$ cat src/rtl/bw_io_impctl_pkg.sv
// Shared FSM type, code defaults and the saturating code-step helper
// used by the impedance-code averaging stage.
package bw_io_impctl_pkg;

    typedef enum logic {
        ACQ   = 1'b0,
        TRACK = 1'b1
    } state_e;

    localparam int                    CODE_W_DEF    = 8;
    localparam logic [CODE_W_DEF-1:0] CODE_INIT_DEF = 8'h80;

    typedef struct packed {
        logic [31:0] code;
        logic        sat;
    } step_res_t;

    // Moves code by step in the requested direction, pinning at 0 or max_code;
    // sat flags that the request had to be clipped.
    function automatic step_res_t sat_step(
        input logic [31:0] code,
        input logic        dir,
        input logic [31:0] step,
        input logic [31:0] max_code
    );
        step_res_t res;
        res.sat  = 1'b0;
        res.code = code;
        if (dir) begin
            if (code > max_code - step) begin
                res.code = max_code;
                res.sat  = 1'b1;
            end else begin
                res.code = code + step;
            end
        end else begin
            if (code < step) begin
                res.code = '0;
                res.sat  = 1'b1;
            end else begin
                res.code = code - step;
            end
        end
        return res;
    endfunction

endpackage

$ cat src/rtl/bw_io_impctl_avgwin.sv
// TRACK-mode averaging window: counts comparator votes over WIN update
// events and emits a one-cycle up/down decision when the net vote is strong.
module bw_io_impctl_avgwin #(
    parameter int WIN    = 16,
    parameter int THRESH = 4
) (
    input  logic l2clk,
    input  logic reset,
    input  logic i_clr,
    input  logic i_sample,
    input  logic i_comp_up,
    output logic dec_up,
    output logic dec_dn
);

    localparam int                     CNT_W    = $clog2(WIN);
    localparam int                     SUM_W    = $clog2(WIN) + 2;
    localparam logic [CNT_W-1:0]       CNT_LAST = CNT_W'(WIN - 1);
    localparam logic signed [SUM_W-1:0] THR_POS = SUM_W'(THRESH);
    localparam logic signed [SUM_W-1:0] THR_NEG = SUM_W'(-THRESH);

    logic [CNT_W-1:0]        r_cnt;
    logic signed [SUM_W-1:0] r_sum;
    logic signed [SUM_W-1:0] w_sum_nxt;
    logic                    w_last;
    logic                    w_decide;

    assign w_sum_nxt = i_comp_up ? (r_sum + SUM_W'(1)) : (r_sum - SUM_W'(1));
    assign w_last    = (r_cnt == CNT_LAST);

    // The closing sample is included in the vote it closes.
    assign w_decide = i_sample & ~i_clr & w_last;
    assign dec_up   = w_decide & (w_sum_nxt >= THR_POS);
    assign dec_dn   = w_decide & (w_sum_nxt <= THR_NEG);

    // NOTE: sequential state uses non-blocking assignments only, so every
    // register sees the pre-edge values of the others.
    always_ff @(posedge l2clk or posedge reset) begin
        if (reset) begin
            r_cnt <= '0;
            r_sum <= '0;
        end else if (i_clr) begin
            r_cnt <= '0;
            r_sum <= '0;
        end else if (i_sample) begin
            if (w_last) begin
                r_cnt <= '0;
                r_sum <= '0;
            end else begin
                r_cnt <= r_cnt + CNT_W'(1);
                r_sum <= w_sum_nxt;
            end
        end
    end

endmodule

$ cat src/rtl/bw_io_impctl_avgcode.sv
// Impedance-code register with fast stepped acquisition and windowed
// majority tracking, driven by update events from the update-clock generator.
module bw_io_impctl_avgcode
    import bw_io_impctl_pkg::*;
#(
    parameter int              CODE_W    = CODE_W_DEF,
    parameter logic [CODE_W-1:0] CODE_INIT = CODE_INIT_DEF,
    parameter int              ACQ_STEP  = 4,
    parameter int              WIN       = 16,
    parameter int              THRESH    = 4
) (
    input  logic              l2clk,
    input  logic              reset,
    input  logic              updclk,
    input  logic              bypass,
    input  logic              avgcntr_rst,
    input  logic              comp_up,
    output logic [CODE_W-1:0] imp_code,
    output logic              code_upd,
    output logic              locked,
    output logic              sat_hi,
    output logic              sat_lo
);

    localparam logic [31:0] MAX_CODE = 32'((64'd1 << CODE_W) - 64'd1);

    state_e            r_state;
    state_e            w_state_nxt;
    logic              r_updclk_s;
    logic              r_updclk_q;
    logic              w_upd_ev;
    logic [1:0]        r_rev;
    logic [1:0]        w_rev_nxt;
    logic              r_have_dir;
    logic              w_have_dir_nxt;
    logic              r_last_dir;
    logic              w_last_dir_nxt;
    logic [CODE_W-1:0] r_code;
    logic [CODE_W-1:0] w_code_nxt;
    logic              r_code_upd;
    logic              r_sat_hi;
    logic              r_sat_lo;
    logic              w_dec_up;
    logic              w_dec_dn;
    logic              w_win_clr;
    logic              w_win_sample;
    logic              w_step_dir;
    logic [31:0]       w_step_amt;
    step_res_t         w_step_res;
    logic              w_unused_step;

    // updclk is a level from another block: sample it, then detect its rise.
    assign w_upd_ev = r_updclk_s & ~r_updclk_q;

    assign w_win_clr    = (r_state != TRACK) | bypass | avgcntr_rst;
    assign w_win_sample = (r_state == TRACK) & w_upd_ev;

    bw_io_impctl_avgwin #(
        .WIN    (WIN),
        .THRESH (THRESH)
    ) u_avgwin (
        .l2clk     (l2clk),
        .reset     (reset),
        .i_clr     (w_win_clr),
        .i_sample  (w_win_sample),
        .i_comp_up (comp_up),
        .dec_up    (w_dec_up),
        .dec_dn    (w_dec_dn)
    );

    assign w_step_dir    = (r_state == ACQ) ? comp_up : w_dec_up;
    assign w_step_amt    = (r_state == ACQ) ? 32'(ACQ_STEP) : 32'd1;
    assign w_step_res    = sat_step(32'(r_code), w_step_dir, w_step_amt, MAX_CODE);
    assign w_unused_step = ^{w_step_res.code[31:CODE_W], w_step_res.sat};

    // NOTE: every signal driven here gets a default first, so no path can
    // leave it unassigned and infer a latch.
    always_comb begin
        w_state_nxt    = r_state;
        w_code_nxt     = r_code;
        w_rev_nxt      = r_rev;
        w_have_dir_nxt = r_have_dir;
        w_last_dir_nxt = r_last_dir;
        case (r_state)
            ACQ: begin
                if (w_upd_ev) begin
                    w_code_nxt     = CODE_W'(w_step_res.code);
                    w_have_dir_nxt = 1'b1;
                    w_last_dir_nxt = comp_up;
                    if (r_have_dir && (comp_up != r_last_dir) && (r_rev != 2'd3)) begin
                        w_rev_nxt = r_rev + 2'd1;
                    end
                end
                if (r_rev[1] && !bypass) begin
                    w_state_nxt = TRACK;
                end
            end
            TRACK: begin
                // A bypass request outranks any decision in the same cycle.
                if (bypass) begin
                    w_state_nxt    = ACQ;
                    w_rev_nxt      = 2'd0;
                    w_have_dir_nxt = 1'b0;
                    w_last_dir_nxt = 1'b0;
                end else if (w_dec_up || w_dec_dn) begin
                    w_code_nxt = CODE_W'(w_step_res.code);
                end
            end
            default: w_state_nxt = ACQ;
        endcase
    end

    always_ff @(posedge l2clk or posedge reset) begin
        if (reset) begin
            r_state    <= ACQ;
            r_updclk_s <= 1'b0;
            r_updclk_q <= 1'b0;
            r_rev      <= 2'd0;
            r_have_dir <= 1'b0;
            r_last_dir <= 1'b0;
            r_code     <= CODE_INIT;
            r_code_upd <= 1'b0;
            r_sat_hi   <= 1'b0;
            r_sat_lo   <= 1'b0;
        end else begin
            r_state    <= w_state_nxt;
            r_updclk_s <= updclk;
            r_updclk_q <= r_updclk_s;
            r_rev      <= w_rev_nxt;
            r_have_dir <= w_have_dir_nxt;
            r_last_dir <= w_last_dir_nxt;
            r_code     <= w_code_nxt;
            r_code_upd <= (w_code_nxt != r_code);
            r_sat_hi   <= &w_code_nxt;
            r_sat_lo   <= ~|w_code_nxt;
        end
    end

    assign imp_code = r_code;
    assign code_upd = r_code_upd;
    assign locked   = (r_state == TRACK);
    assign sat_hi   = r_sat_hi;
    assign sat_lo   = r_sat_lo;

endmodule

$ cat config.mk
export PLATFORM = sky130hd
export DESIGN_NAME = bw_io_impctl_avgcode
export DESIGN_NICKNAME = d
export VERILOG_FILES = /design/src/rtl/bw_io_impctl_pkg.sv /design/src/rtl/bw_io_impctl_avgwin.sv /design/src/rtl/bw_io_impctl_avgcode.sv
export SDC_FILE = /design/constraint.sdc
export NUM_CORES = 1
export LEC_CHECK = 0
export BUFFER_PORTS_ARGS = -buffer_cell sky130_fd_sc_hd__buf_2
export CORE_MARGIN = 2
export CORE_UTILIZATION = 55
export CTS_BUF_LIST = sky130_fd_sc_hd__clkbuf_4 sky130_fd_sc_hd__clkbuf_8
export DETAILED_ROUTE_END_ITERATION = 8
export GPL_TIMING_DRIVEN = 1
export PLACE_DENSITY = 0.83
export SLEW_MARGIN = 30
export SYNTH_ARGS = -nofsm -noshare
export SYNTH_HDL_FRONTEND = slang
export SYNTH_HIERARCHICAL = 1
export SYNTH_SLANG_ARGS = --single-unit
$ cat constraint.sdc
create_clock -name l2clk -period 9.3 [get_ports l2clk]
set_input_delay 0.93 -clock l2clk [delete_from_list [all_inputs] [get_ports l2clk]]
set_output_delay 0.93 -clock l2clk [all_outputs]
set_load 0.005 [all_outputs]
==> run metrics <==
Root Driver clkbuf_8; Worst-path clk slew 100 ps; status completed; dpl hpwl 3840 um; final non-filler cell total 305; Synth Area in Adders 0.0890; Diodes inserted 0; Worst path slowest cell mux2i_1; crit-path max cell delay 720 ps; measured slew at the worst slew-check pin 903 ps; worst vdd ir 0.000169 V; routed vias 1939; # placed instances 301; residual DRC count 0; cell area after synthesis 0.00219 mm^2; total clock buffers created by CTS 3; syn_area_per_cell 8.91 um^2; max cap viols 0; Worst setup EP type register; CP Capture Point sat_lo; Power Density 247 mW/mm^2; Congestion Overflow GR 0; post-route ant nets 0; number of synthesized flops with an enable pin 0; RSZ-0062 raised after global routing no; mux cell area share after synthesis 0.0160; worst r2r path cells 13; worst skew pair latency 280 ps; critical-path maximum fanout 11; Leakage Power 1.03 nW; XOR/XNOR Fraction of Synth Area 0.0400; Syn Nets 267; worst path required time 9490 ps; share of cells above drive strength 1 0.156; Hold Buf Count CTS 0; worst r2r src u_avgwin/r_sum[0]; RR Endpoint sat_lo; synth unique cells 70; gr usage total 0.241; Slew headroom 0.381; number of global-route vias before repair 1752; sequential-to-total area share from yosys stat 0.320; Max Slew Vio Count 0; routability cong. 0.931; Worst Hold Class register to register; nets 279; Die H 67.1 um; Syn Inst Count 246; Row Count 22; Crit. Startpoint comp_up; Routed WL 5060 um; initial antenna violation count 0; DR iter-0 viols 248; Reg2Reg Setup Slack 5320 ps; first-pass GRT wire length 8400 um; final setup vio count 0; area of the die 0.00451 mm^2; Starting Density 0.586; Final Hold Viols 0; clk sinks 28; FF+latch count, synth 28; H-tree Lvls 1; CTS tree built; cts repair resizes 0; period utilization 0.481; Main synth FF type dfrtp_1; Fmax 0.224 GHz; CP Launch Type primary input; CTS max path bufs 2; Core Box Area 0.00374 mm^2; setup tns final 0 ps; Worst EP arrival 4660 ps; TritonRoute pass-1 iters 4; largest family of logic cells by synthesized area compound AO/OA/AOI/OAI gates; Period minus WS final 4470 ps; Worst Skew 7.62 ps; Synth Area in Simple Gates 0.228; Hold WS 456 ps; Synth-to-Final Area Change 6.73%; vias per cell 6.36; crit-path cells buf_2 -> inv_1 -> ha_1 -> a211oi_2 -> nor2_1 -> xor2_1 -> o311a_2 -> mux2i_1 -> nand3_1 -> a21o_1 -> a21oi_1 -> o21ai_0 -> or4_1 -> nor4_2; Boundary Pins 18; die span in x 67.1 um; Final Util 0.625; yosys warns 6; WL/cell 16.6 um; compound-gate portion of the synthesized area 0.255; # Post-CTS Setup Buffers 0; asr flop ratio synth 1.00; largest net degree at the start of global routing 19; critical path class primary input to register; number of buffers inserted by port buffering 17
-- layer usage --
metal,part of all wire,global-route usage,up-vias
met3,0.073,0.0333,11
met5,0,0,-
met2,0.44,0.363,84
met4,0.013,0.0689,0
li1,-,-,937
met1,0.47,0.362,907
-- report_power, final --
group / internal [W] / switching (W) / leakage [nW]
clock network: 0.0000379 / 0.0000379 / 0.0288
registers: 0.000149 / 0.0000559 / 0.355
logic: 0.000115 / 0.000183 / 0.648
-- kinds of logic after synthesis --
family / after synthesis
buffers and inverters: 26
flip-flops: 28
AND/OR/NAND/NOR: 88
multiplexers: 3
adder cells (fa/ha/maj): 15
XOR/XNOR: 10
AO/OA/AOI/OAI: 76
-- worst min path at each step --
stage / slack [ps] / cells after the start / to / startpoint
after floorplan: 400 / 0 / r_updclk_q / r_updclk_s
after global placement: 420 / 0 / r_updclk_q / r_updclk_s
final: 460 / 0 / r_updclk_q / r_updclk_s
after global routing: 480 / 0 / r_updclk_q / r_updclk_s
after detailed placement: 430 / 0 / r_updclk_q / r_updclk_s
after CTS: 450 / 0 / r_updclk_q / r_updclk_s
-- synthesized netlist by cell type, types with 4 or more instances --
library cell | number | area (um^2)
dfrtp_1 | 27 | 676
o21ai_0 | 21 | 105
nor2_1 | 18 | 67.6
nand2_1 | 17 | 63.8
inv_1 | 16 | 60.1
ha_1 | 14 | 175
nand3_1 | 14 | 70.1
a21oi_1 | 13 | 65.1
xor2_1 | 6 | 52.6
and3_1 | 5 | 31.3
nand4_1 | 5 | 31.3
a21o_1 | 4 | 30.0
xnor2_1 | 4 | 35.0
-- cells in the final DEF, fill, tap and decap left out, types with 2 or more instances in the layout --
cell       n
a211o_1    2
nor4_2     3
nor4_1     2
inv_1     16
nand3_1   14
a311oi_1   3
and3_1     5
nand2_1   17
or2_1      2
a21boi_0   3
or3_1      2
xor2_1     6
nand4_1    5
buf_2     17
a21o_1     4
nor2_2     2
a21oi_1   13
and2_1     2
nor2_1    18
mux2i_1    2
o21ai_0   21
xnor2_1    4
nand3b_1   2
a22o_1     2
clkbuf_8   4
dfrtp_1   27
nor2b_1    3
nand2b_1   2
ha_1      14
o211ai_1   3
-- critical path: cells and delay by family --
kind | cells | cell delay [ps]
AOI/OAI and AO/OA | 5 | 1140
xor gates and xnor gates | 1 | 160
adders and majority gates | 1 | 350
buffers and inverters | 2 | 320
muxes | 1 | 720
and+or+nand+nor | 4 | 1030
-- registers in the layout, indices dropped and copies added (netlist names) --
register and cells:
sat_lo 1, u_avgwin/r_cnt 4, u_avgwin/r_sum 6, locked 1
r_updclk_s 1, r_have_dir 1, r_updclk_q 1, r_last_dir 1
imp_code 8, r_rev 2, sat_hi 1, code_upd 1
-- cell type report --
cell class              count  area, um^2
repair buffers             17        85.1
well taps                  48        60.1
clock buffers               4        55.1
multi-input cells         192        1380
flip-flops and latches     28         702
fillers                   324        1400
inverters                  16        60.1
-- stage by stage --
step                power, W  worst slack (ps)  area, um^2
floorplan           0.000422              5240        2190
global placement    0.000494              4770        2280
detailed placement  0.000495              4630        2280
CTS                 0.000572              4920        2340
global route        0.000620              4570        2340
finish              0.000579              4830        2340
(Power assumes the default switching activity.)
